--- config.mk ---
export PLATFORM = sky130hd
export DESIGN_NAME = gpio_input_debounce
export DESIGN_NICKNAME = d
export VERILOG_FILES = /design/src/rtl/gpio_debounce_pkg.sv /design/src/rtl/gpio_debounce_bit.sv /design/src/rtl/gpio_input_debounce.sv
export SDC_FILE = /design/constraint.sdc
export NUM_CORES = 1
export LEC_CHECK = 0
export BUFFER_PORTS_ARGS = -buffer_cell sky130_fd_sc_hd__buf_2
export CAP_MARGIN = 5
export CORE_UTILIZATION = 66
export CTS_CLUSTER_SIZE = 10
export DETAILED_ROUTE_END_ITERATION = 8
export PLACE_DENSITY = 0.85
export SLEW_MARGIN = 20
export SYNTH_ARGS = -nofsm -noshare
export SYNTH_HDL_FRONTEND = slang
export SYNTH_SLANG_ARGS = --single-unit
--- constraint.sdc ---
create_clock -name clock -period 4.4 [get_ports clock]
set_input_delay 0.22 -clock clock [delete_from_list [all_inputs] [get_ports clock]]
set_output_delay 0.22 -clock clock [all_outputs]
set_load 0.01 [all_outputs]
--- src/rtl/gpio_debounce_pkg.sv ---
// Shared helpers for the GPIO input debouncer: width and window-length
// arithmetic plus the legal synchroniser depth range.
package gpio_debounce_pkg;

    localparam int SYNC_STAGES_MIN = 2;
    localparam int SYNC_STAGES_MAX = 4;

    // Bits needed to hold values 0..v-1, never less than one bit.
    function automatic int clog2(input int v);
        int r;
        int x;
        r = 0;
        x = v - 1;
        while (x > 0) begin
            r = r + 1;
            x = x >> 1;
        end
        return (r < 1) ? 1 : r;
    endfunction

    function automatic int debounce_cycles(input int clk_freq_hz, input int debounce_us);
        return (clk_freq_hz / 1000000) * debounce_us;
    endfunction

endpackage

--- src/rtl/gpio_debounce_bit.sv ---
// One input bit: pad synchroniser, stability counter, debounced level and
// registered rise/fall strobes.
module gpio_debounce_bit
    import gpio_debounce_pkg::*;
#(
    parameter int   SYNC_STAGES     = 2,
    parameter int   DEBOUNCE_CYCLES = 4,
    parameter int   CNT_W           = 3,
    parameter logic RESET_VALUE     = 1'b0
) (
    input  logic clock,
    input  logic reset_n,
    input  logic pin,
    output logic level,
    output logic rise,
    output logic fall,
    output logic update
);

    localparam logic [CNT_W-1:0] CNT_MAX = CNT_W'(DEBOUNCE_CYCLES - 1);

    generate
        if (SYNC_STAGES < SYNC_STAGES_MIN || SYNC_STAGES > SYNC_STAGES_MAX) begin : g_bad_sync
            $error("gpio_debounce_bit: SYNC_STAGES out of range");
        end
    endgenerate

    logic [SYNC_STAGES-1:0] sync_q;
    logic [CNT_W-1:0]       cnt;
    logic                   sync;
    logic                   differ;
    logic                   at_max;

    assign sync   = sync_q[SYNC_STAGES-1];
    assign differ = sync ^ level;
    assign at_max = (cnt == CNT_MAX);
    // Combinational view of this edge's level change, used by the top for changed_o.
    assign update = differ & at_max;

    // Plain flop chain: nothing may sit between metastability stages.
    always_ff @(posedge clock or negedge reset_n) begin
        if (!reset_n) begin
            sync_q <= {SYNC_STAGES{RESET_VALUE}};
        end else begin
            sync_q <= {sync_q[SYNC_STAGES-2:0], pin};
        end
    end

    always_ff @(posedge clock or negedge reset_n) begin
        if (!reset_n) begin
            cnt   <= '0;
            level <= RESET_VALUE;
            rise  <= 1'b0;
            fall  <= 1'b0;
        end else begin
            rise <= update & sync;
            fall <= update & ~sync;
            if (!differ) begin
                cnt <= '0;
            end else if (at_max) begin
                cnt   <= '0;
                level <= sync;
            end else begin
                cnt <= cnt + CNT_W'(1);
            end
        end
    end

endmodule

--- src/rtl/gpio_input_debounce.sv ---
// Board-input conditioner: per-bit synchronise + debounce with rise/fall strobes.
// Optional pending/IRQ logic is built when GPIO_INPUT_DEBOUNCE_IRQ_EN is defined.
module gpio_input_debounce
    import gpio_debounce_pkg::*;
#(
    parameter int               WIDTH       = 8,
    parameter int               CLK_FREQ_HZ = 24000000,
    parameter int               DEBOUNCE_US = 5000,
    parameter int               SYNC_STAGES = 2,
    parameter logic [WIDTH-1:0] RESET_VALUE = {WIDTH{1'b0}}
) (
    input  logic             clock,
    input  logic             reset_n,
    input  logic [WIDTH-1:0] pins_i,
    output logic [WIDTH-1:0] gpio_o,
    output logic [WIDTH-1:0] rise_o,
    output logic [WIDTH-1:0] fall_o,
    output logic             changed_o
`ifdef GPIO_INPUT_DEBOUNCE_IRQ_EN
    ,
    input  logic [WIDTH-1:0] irq_clear_i,
    output logic [WIDTH-1:0] irq_pending_o,
    output logic             irq_o
`endif
);

    localparam int DEBOUNCE_CYCLES = debounce_cycles(CLK_FREQ_HZ, DEBOUNCE_US);
    localparam int CNT_W           = clog2(DEBOUNCE_CYCLES + 1);

    generate
        if (DEBOUNCE_CYCLES < 1) begin : g_bad_window
            $error("gpio_input_debounce: DEBOUNCE_CYCLES must be at least 1");
        end
    endgenerate

    logic [WIDTH-1:0] update;

    for (genvar i = 0; i < WIDTH; i++) begin : g_bit
        gpio_debounce_bit #(
            .SYNC_STAGES     (SYNC_STAGES),
            .DEBOUNCE_CYCLES (DEBOUNCE_CYCLES),
            .CNT_W           (CNT_W),
            .RESET_VALUE     (RESET_VALUE[i])
        ) u_bit (
            .clock   (clock),
            .reset_n (reset_n),
            .pin     (pins_i[i]),
            .level   (gpio_o[i]),
            .rise    (rise_o[i]),
            .fall    (fall_o[i]),
            .update  (update[i])
        );
    end

    // Registered from the same update terms as the strobes so it pulses with them.
    always_ff @(posedge clock or negedge reset_n) begin
        if (!reset_n) begin
            changed_o <= 1'b0;
        end else begin
            changed_o <= |update;
        end
    end

`ifdef GPIO_INPUT_DEBOUNCE_IRQ_EN
    // A strobe outranks a clear landing on the same edge.
    always_ff @(posedge clock or negedge reset_n) begin
        if (!reset_n) begin
            irq_pending_o <= '0;
            irq_o         <= 1'b0;
        end else begin
            irq_pending_o <= (irq_pending_o & ~irq_clear_i) | rise_o | fall_o;
            irq_o         <= |irq_pending_o;
        end
    end
`else
    // Interrupt support not built: no pending state.
`endif

endmodule
* Word-level counts from Yosys, hierarchy flattened
Cells that the tools add are included.
** Storage, ports and cells
- Bits in registers :: 177
- Input port bits :: 10
- Output and inout port bits :: 25
- Word-level logic and storage cells :: 122
** Operators by class
- $add $sub $neg :: 8
- Eq/ne operators :: 8
- Multiplexer cells :: 16
- Bitwise logic cells :: 40
- Reduce and logical (&&, ||, !) cells :: 9
** Operators by type and width (number)
- $mux 17 :: 16
- $add 17x1->17 const B :: 8
- $eq 17x17->1 const B :: 8
- $and 1x1->1 :: 24
- $reduce_and 2->1 :: 8
- $not 1->1 :: 8
- $reduce_or 8->1 :: 1
- $xor 1x1->1 :: 8

* Logic depth before layout (Yosys ltp)
Gate-level depths: netlist of run 1.
- Word-level depth :: 3
- Gate-level depth with buffers :: 9
- Depth with buffers taken out :: 6

* Cells and area by module
From an unflattened synthesis of run 1, not the netlist that was laid out.
** Second synthesis, totals
- Cells, all modules :: 780
- Area total of the unflattened synthesis :: 8359.3 sq um
** By module, submodules not included
- gpio_debounce_bit :: instances 8, cells each 97, area each 1039.7 sq um, seq. area each 550.5 sq um
- gpio_input_debounce :: instances 1, cells each 4, area each 41.3 sq um, seq. area each 25.0 sq um

* Worst setup path after synthesis of run 1
No wires, ideal clock.
- Path kind :: register -> register
- Start point :: reg g_bit[0].u_bit.cnt[0]
- End point :: reg g_bit[0].u_bit.level
- Library setup time :: 0.125 ns
- Arrival :: 1.817 ns
- Required time :: 4.275 ns
- Slack :: 2.458 ns
- Cell stages (with the launch flop) :: 8
- Buffers on the path :: 2
- Clock period less this slack :: 1.942 ns
- Cell sequence :: dfrtp_1 ha_1 and4_1 clkbuf_1 nand4_1 or4_1 buf_2 mux2_4
** Between the ends
- Cells in the longest elaborated chain, start to end :: 2
** Ends and longest elaborated chain
- from (decl) :: RTL line gpio_debounce_bit.sv:29 : logic [CNT_W-1:0] cnt;
- from (signal assigned) :: RTL line gpio_debounce_bit.sv:64 : cnt <= cnt + CNT_W'(1);
- $eq 17x17->1 :: RTL line gpio_debounce_bit.sv:36 : assign at_max = (cnt == CNT_MAX);
- $reduce_and 2->1 (no source line)
- to (signal assigned) :: RTL line gpio_debounce_bit.sv:62 : level <= sync;
- to (decl) :: RTL line gpio_debounce_bit.sv:14 : output logic level,
No other way between the ends.
A chain may end at the register's enable or synchronous reset.

* Worst setup path in the final report of run 1
- Start point :: reg g_bit[4].u_bit.cnt[0]
- End point :: reg changed_o
** Between the ends
- Cells in the longest elaborated chain, start to end :: 3
** Ends and longest elaborated chain
- from (decl) :: RTL line gpio_debounce_bit.sv:29
- from (signal assigned) :: RTL line gpio_debounce_bit.sv:64
- $eq 17x17->1 :: RTL line gpio_debounce_bit.sv:36
- $and 1x1->1 :: RTL line gpio_debounce_bit.sv:38 : assign update = differ & at_max;
- $reduce_or 8->1 :: RTL line gpio_input_debounce.sv:60 : changed_o <= |update;
- to (signal assigned) :: RTL line gpio_input_debounce.sv:60
- to (decl) :: RTL line gpio_input_debounce.sv:18 : output logic changed_o
No other way between the ends.

==> results.sh, run 1 <==
export IMPL_overflow=0
export IMPL_swShare=0.208
export IMPL_setup_ws_ns=2.27
export IMPL_die_h_microns=113
export IMPL_io_pins=35
export IMPL_grt_total_usage=0.244
export IMPL_setup_tns_ns=0
export IMPL_num_rows=40
export IMPL_min_path_type="flip-flop to flip-flop"
export IMPL_ant_nets=0
export IMPL_final_cell_area_sq_um=8900
export IMPL_grt_max_degree=91
export IMPL_synthSimpleGateAreaFrac=0.242
export IMPL_dp_slack_ns=2.30
export IMPL_fp_dieW_microns=113
export IMPL_area_delta_synth_final_pct=10.4
export IMPL_seq_area_frac_synth=0.549
export IMPL_portBuffers=34
export IMPL_fin_crit_ns=2.13
export IMPL_avgViaCountPerCell=5.69
export IMPL_path_buf_inv=0
export IMPL_crit_type="flip-flop to flip-flop"
export IMPL_hold_violations=0
export IMPL_first_iter_violations=290
export IMPL_slew_viol_final=0
export IMPL_cts_buffers=17
export IMPL_setup_violations=0
export IMPL_synth_ff_type="dfrtp_1"
export IMPL_clk_pin_slew_ns=0.07
export IMPL_syn_nets=781
export IMPL_drive_gt1_frac=0.101
export IMPL_finClkSkew_ns=0.00650
export IMPL_worstPathCellList="ha_1, and4_1, nand4_1, or4_1, o221ai_2, nand4bb_1"
export IMPL_firstDrtPassIters=4
export IMPL_wl_per_cell_microns=14.7
export IMPL_synth_xor_area_frac=0.141
export IMPL_drc=0
export IMPL_nets=807
export IMPL_cpPeakStageDelay_ns=0.58
export IMPL_cp_data_required_time_ns=4.75
export IMPL_htreeDepth=4
export IMPL_period_share=0.485
export IMPL_clkLatencyLatePin_ns=0.43
export IMPL_cts_tree="done"
export IMPL_root_buffer="clkbuf_16"
export IMPL_p_clk_frac=0.472
export IMPL_p_leak_nw=4.01
export IMPL_combPwrFrac=0.030
export IMPL_start_kind="flip-flop"
export IMPL_post_cts_buffers=0
export IMPL_fmax_mhz=469
export IMPL_synth_warnings=0
export IMPL_sequentialPowerShare=0.498
export IMPL_crit_arrival_ns=2.48
export IMPL_startpoint="g_bit[4].u_bit.cnt[0]$_DFF_PN0_"
export IMPL_internal_power_mw=2.67
export IMPL_clkSinkCount=177
export IMPL_syn_avg_cell_area_sq_um=10.6
export IMPL_synthArstFlopShare=1.00
export IMPL_final_common_cell="dfrtp_1"
export IMPL_hp_start="g_bit[3].u_bit.sync_q[0]$_DFF_PN0_"
export IMPL_critical_path_peak_fanout=6
export IMPL_synth_fa_ha_area_frac=0.0124
export IMPL_tightest_slew_ns=0.785
export IMPL_ctsHoldBuffers=9
export IMPL_power_density_nw_per_um2=379
export IMPL_cap_violations=0
export IMPL_routed_wl_microns=14000
export IMPL_synth_area_sq_um=8060
export IMPL_p_switching_uw=702
export IMPL_critPathTopFamily="simple AND/OR/NAND/NOR gates"
export IMPL_grt_setup_unrepaired="no"
export IMPL_worstSetupEndpointType="flip-flop"
export IMPL_critPathSlowestCell="or4_1"
export IMPL_synth_compound_area_frac=0.00481
export IMPL_yosysUniqueCellTypes=39
export IMPL_final_cell_mix="177 x dfrtp_1, 153 x nor2_1, 79 x xor2_1"
export IMPL_grt_pass1_wl_microns=24400
export IMPL_synth_mux_area_frac=0.0121
export IMPL_outcome="finished, final reports clean"
export IMPL_core_area_sq_um=12000
export IMPL_synth_top_family_by_area="simple AND/OR/NAND/NOR gates"
export IMPL_cts_resized=0
export IMPL_synth_seq_cells=177
export IMPL_fin_util=0.744
export IMPL_antenna_found_initial=0
export IMPL_dp_hpwl_microns=9240
export IMPL_p_total_mw=3.37
export IMPL_synthCells=763
export IMPL_rr_startpoint="g_bit[4].u_bit.cnt[0]$_DFF_PN0_"
export IMPL_start_util=0.674
export IMPL_grt_pass1_vias=5388
export IMPL_place_gp_congestion=0.844
export IMPL_slew_headroom=0.477
export IMPL_antenna_cells=0
export IMPL_cts_buffer_depth=2
export IMPL_peakVddDrop_v=0.000616
export IMPL_vias=5395
export IMPL_synth_edf_count=0
export IMPL_die_area_sq_um=12700
export IMPL_placed_cell_area_sq_um=8170
-- sequential cells by signal, indices dropped and copies added, names as in the netlist --
name	cells
g_bit.u_bit.sync_q	16
g_bit.u_bit.rise	8
g_bit.u_bit.cnt	136
g_bit.u_bit.level	8
g_bit.u_bit.fall	8
changed_o	1
-- through the flow --
stage,hold slack (ns),cells
5_1_grt,0.354,948
4_1_cts,0.350,948
3_3_place_gp,0.329,908
2_1_floorplan,-0.0756,763
3_5_place_dp,0.330,908
6_report,0.348,948
-- metal layers --
metal,routed length (microns),share of wire,track usage
met1,6290,0.45,0.303
met2,7190,0.51,0.417
met3,404,0.029,0.0653
met4,89,0.0064,0.0818
met5,0,0,0
-- power groups by stage --
stage	Clock, mW	Sequential (mW)	Combinational [mW]
6_report	1.59	1.68	0.0999
5_1_grt	1.69	1.68	0.117
4_1_cts	1.62	1.68	0.103
3_5_place_dp	0	1.71	0.0959
3_3_place_gp	0	1.70	0.0922
2_1_floorplan	0	1.70	0.0511
-- logic make-up (layout without fill, tap and decap cells) --
kind of cell | after synthesis | count (layout)
adders and majority gates | 8 | 8
buffers and inverters | 49 | 87
xor gates and xnor gates | 130 | 130
AOI/OAI and AO/OA | 5 | 5
muxes | 8 | 8
and+or+nand+nor | 386 | 386
DFF | 177 | 177
-- area by class of cell --
| type | count | area [sq um] |
|---|---|---|
| flip-flops and latches | 177 | 4430 |
| multi-input cells | 537 | 3330 |
| fillers | 763 | 3070 |
| clock buffers | 20 | 457 |
| repair buffers | 45 | 282 |
| well taps | 147 | 184 |
| clock inverters | 11 | 178 |
| inverters | 11 | 41.3 |
-- cells in the mapped netlist (2+ instances only) --
cell	instances	area (sq um)
and3_1	21	131
buf_4	24	180
nand4bb_1	2	22.5
mux2_2	6	67.6
nor4bb_1	2	20.0
nor2_1	153	574
or4b_1	2	20.0
and4_1	14	123
nor3b_1	16	120
nand2b_1	2	12.5
nand2_4	2	22.5
buf_2	2	10.0
and4b_1	2	20.0
nor3_1	14	70.1
or4_1	4	30.0
o21ai_0	2	10.0
nand3_1	51	255
buf_6	4	45.0
xnor2_1	51	447
xor2_1	79	692
inv_1	11	41.3
dfrtp_1	177	4430
ha_1	8	100
nand4_1	30	188
and2_1	2	12.5
clkbuf_1	8	30.0
mux2_4	2	30.0
or3_1	2	12.5
nand4b_1	2	17.5
nor4b_1	3	26.3
nand2_1	51	191
nor4_1	7	43.8
-- final timing paths --
| check | end | slack [ns] | cells after the start |
|---|---|---|---|
| worst max-delay path | changed_o$_DFF_PN0_ | 2.27 | 6 |
| worst min-delay path | g_bit[3].u_bit.sync_q[1]$_DFF_PN0_ | 0.35 | 0 |
| worst max register to register | changed_o$_DFF_PN0_ | 2.27 | 6 |
| worst min register to register | g_bit[3].u_bit.sync_q[1]$_DFF_PN0_ | 0.35 | 0 |
| max in group asynchronous | g_bit[6].u_bit.cnt[16]$_DFF_PN0_ | 2.91 | 3 |
| min in group asynchronous | g_bit[7].u_bit.cnt[6]$_DFF_PN0_ | 0.42 | 2 |
No activity file was read; power rests on OpenSTA's default activity.
==> inputs of run 2 (changes only) <==
ABC_AREA = 1   (was not set)
CORE_UTILIZATION = 62   (was 66)
PLACE_DENSITY = 0.8   (was 0.85)
clock period = 2 ns   (was 4.4 ns; I/O delays follow)
==> run 2 against run 1 <==
Against the previous run:
- critical path depth rose by 2
- maximum frequency rose by 31%
- clock skew rose by 0.0044 ns
- global-route usage rose by 1.3 points
- final area rose by 12%
==> results.sh, run 2 <==
export IMPL_final_cell_mix="253 x nor2_1, 193 x nand2_1, 177 x dfrtp_1"
export IMPL_final_common_cell="nor2_1"
export IMPL_antenna_cells=0
export IMPL_overflow=0
export IMPL_period_share=0.815
export IMPL_peakVddDrop_v=0.000832
export IMPL_yosysUniqueCellTypes=33
export IMPL_setup_violations=0
export IMPL_grt_setup_unrepaired="no"
export IMPL_rr_startpoint="g_bit[4].u_bit.cnt[0]$_DFF_PN0_"
export IMPL_hold_violations=0
export IMPL_netlist_top_cells_area="dfrtp_1 49%, nor2_1 11%, nand2_1 8.0%, inv_1 5.0%, xor2_1 4.8%"
export IMPL_crit_type="flip-flop to flip-flop"
export IMPL_grt_total_usage=0.257
export IMPL_drc=0
export IMPL_firstDrtPassIters=5
export IMPL_die_area_sq_um=15000
export IMPL_avgViaCountPerCell=5.32
export IMPL_root_buffer="clkbuf_16"
export IMPL_cts_buffers=17
export IMPL_holdWs_ns=0.191
export IMPL_yosys_area_top_type="dfrtp_1"
export IMPL_synthArstFlopShare=1.00
export IMPL_outcome="finished, final reports clean"
export IMPL_slew_viol_final=0
export IMPL_portBuffers=34
export IMPL_synth_area_sq_um=9010
export IMPL_top_regs="g_bit.u_bit.cnt (136), g_bit.u_bit.sync_q (16)"
export IMPL_critical_path_peak_fanout=11
export IMPL_regToRegEndpoint="g_bit[4].u_bit.cnt[16]$_DFF_PN0_"
export IMPL_drive_gt1_frac=0.103
export IMPL_vias=7140
export IMPL_dp_hpwl_microns=12300
export IMPL_antenna_found_initial=0
export IMPL_post_cts_buffers=0
export IMPL_netlist_area_leader_share=0.491
export IMPL_grt_max_degree=60
export IMPL_p_total_mw=7.29
export IMPL_grt_pass1_vias=6854
export IMPL_tightest_slew_ns=0.531
export IMPL_finClkSkew_ns=0.0109
export IMPL_cp_data_required_time_ns=2.30
export IMPL_clkSinkCount=177
export IMPL_htreeDepth=4
export IMPL_fin_util=0.708
export IMPL_routed_wl_microns=17400
export IMPL_num_rows=43
export IMPL_wl_per_cell_microns=13.0
export IMPL_setup_tns_ns=0
export IMPL_synth_ff_type="dfrtp_1"
export IMPL_syn_avg_cell_area_sq_um=8.12
export IMPL_synthCells=1110
export IMPL_reg2reg_depth=8
export IMPL_synth_common_cells="253 x nor2_1, 193 x nand2_1, 177 x dfrtp_1, 120 x inv_1, 84 x nand3_1"
export IMPL_area_delta_synth_final_pct=10.4
export IMPL_fp_dieW_microns=123
export IMPL_synthMostInstantiatedCell="nor2_1"
export IMPL_ant_nets=0
export IMPL_p_leak_nw=4.15
export IMPL_start_kind="flip-flop"
export IMPL_largest_register_ffs=136
export IMPL_synth_warnings=0
export IMPL_worstSetupEndpointType="flip-flop"
export IMPL_synth_seq_cells=177
export IMPL_synth_edf_count=0
export IMPL_grt_pass1_wl_microns=30200
export IMPL_nets=1168
export IMPL_place_gp_congestion=0.940
export IMPL_syn_nets=1128
export IMPL_dp_cells=1302
export IMPL_fmax_mhz=613
export IMPL_io_pins=35
export IMPL_fin_crit_ns=1.63
export IMPL_min_path_type="input pin to asynchronous set/reset pin"
export IMPL_crit_arrival_ns=1.93
export IMPL_clk_pin_slew_ns=0.06
export IMPL_slew_headroom=0.646
export IMPL_regMostFlops="g_bit.u_bit.cnt"
export IMPL_clkLatencyLatePin_ns=0.43
export IMPL_start_util=0.642
export IMPL_first_iter_violations=519
export IMPL_cts_tree="done"
export IMPL_seq_area_frac_synth=0.491
export IMPL_die_h_microns=123
export IMPL_power_density_nw_per_um2=733
export IMPL_cap_violations=0
export IMPL_cts_buffer_depth=2
export IMPL_fin_cells=1343
export IMPL_r2r_setup_slack_ns=0.37
export IMPL_core_area_sq_um=14000
==> run 2: changes by cell type after synthesis, moves of 8 or more <==
cell / before / now
nand2_2: 0 / 11
o21ai_0: 2 / 16
and3_1: 21 / 0
nor2_1: 153 / 253
nor3_1: 14 / 46
a21oi_1: 1 / 24
nand2_1: 51 / 193
and4_1: 14 / 0
inv_1: 11 / 120
nor2_2: 0 / 11
xor2_1: 79 / 49
nand3_1: 51 / 84
clkbuf_1: 8 / 0
xnor2_1: 51 / 12
==> run 2: routing by layer <==
metal | part of all wire | vias to the layer above | track usage
met1 | 0.45 | 3355 | 0.326
met4 | 0.016 | 0 | 0.0968
li1 | - | 3593 | -
met5 | 0 | - | 0
met2 | 0.49 | 167 | 0.427
met3 | 0.044 | 25 | 0.0604
==> run 2: stage by stage <==
| stage | worst slack, ns | cell area (sq um) |
|---|---|---|
| 2_1_floorplan | 0.637 | 9010 |
| 3_3_place_gp | 0.418 | 9260 |
| 3_5_place_dp | 0.360 | 9260 |
| 4_1_cts | 0.326 | 9950 |
| 5_1_grt | 0.196 | 9950 |
| 6_report | 0.369 | 9950 |
==> run 2: repair_timing <==
action                    CTS  global route
resized for setup           0             0
hold buffers                9             0
hold endpoints to repair   58             0
==> run 2: power breakdown <==
| group | leakage, nW | internal [mW] | total [mW] | switching, mW |
|---|---|---|---|---|
| sequential | 2.42 | 3.63 | 3.68 | 0.0406 |
| combinational | 1.44 | 0.0726 | 0.245 | 0.173 |
| clock | 0.291 | 2.00 | 3.37 | 1.36 |
| total | 4.15 | 5.71 | 7.29 | 1.58 |
==> run 2: worst max path at each step <==
| stage | startpoint | end | slack, ns | cells past startpoint |
|---|---|---|---|---|
| 2_1_floorplan | g_bit[6].u_bit.cnt[0]$_DFF_PN0_ | g_bit[6].u_bit.cnt[16]$_DFF_PN0_ | 0.64 | 8 |
| 3_5_place_dp | g_bit[4].u_bit.cnt[0]$_DFF_PN0_ | g_bit[4].u_bit.cnt[16]$_DFF_PN0_ | 0.36 | 8 |
| 6_report | g_bit[4].u_bit.cnt[0]$_DFF_PN0_ | g_bit[4].u_bit.cnt[16]$_DFF_PN0_ | 0.37 | 8 |
| 4_1_cts | g_bit[4].u_bit.cnt[0]$_DFF_PN0_ | g_bit[4].u_bit.cnt[16]$_DFF_PN0_ | 0.33 | 8 |
| 3_3_place_gp | g_bit[4].u_bit.cnt[0]$_DFF_PN0_ | g_bit[4].u_bit.cnt[16]$_DFF_PN0_ | 0.42 | 8 |
| 5_1_grt | g_bit[4].u_bit.cnt[0]$_DFF_PN0_ | g_bit[4].u_bit.cnt[16]$_DFF_PN0_ | 0.20 | 8 |
==> run 2: final cells by class <==
class / count / area [sq um]
fill: 1089 / 4100
inverter: 120 / 450
tap: 180 / 225
multi-input combinational: 786 / 3920
clock inverter: 12 / 155
timing repair buffer: 48 / 317
clock buffer: 20 / 447
sequential: 177 / 4430
==> run 2: worst max-delay path, cell delays in order, from the launching register on <==
cell and delay (ns):
dfrtp_1 0.37, ha_1 0.17, nand2_1 0.09, nor2_2 0.16, nand2_1 0.07, nor2_1 0.13, nand2_1 0.08, nand2_1 0.31
nor3_1 0.12
==> run 2: cell families after synthesis <==
family	count (synthesis)	share of synthesized area
and+or+nand+nor	665	0.334
DFF	177	0.491
buffers and inverters	147	0.0733
xor gates and xnor gates	61	0.0593
AOI/OAI and AO/OA	52	0.0308
adders and majority gates	8	0.0111
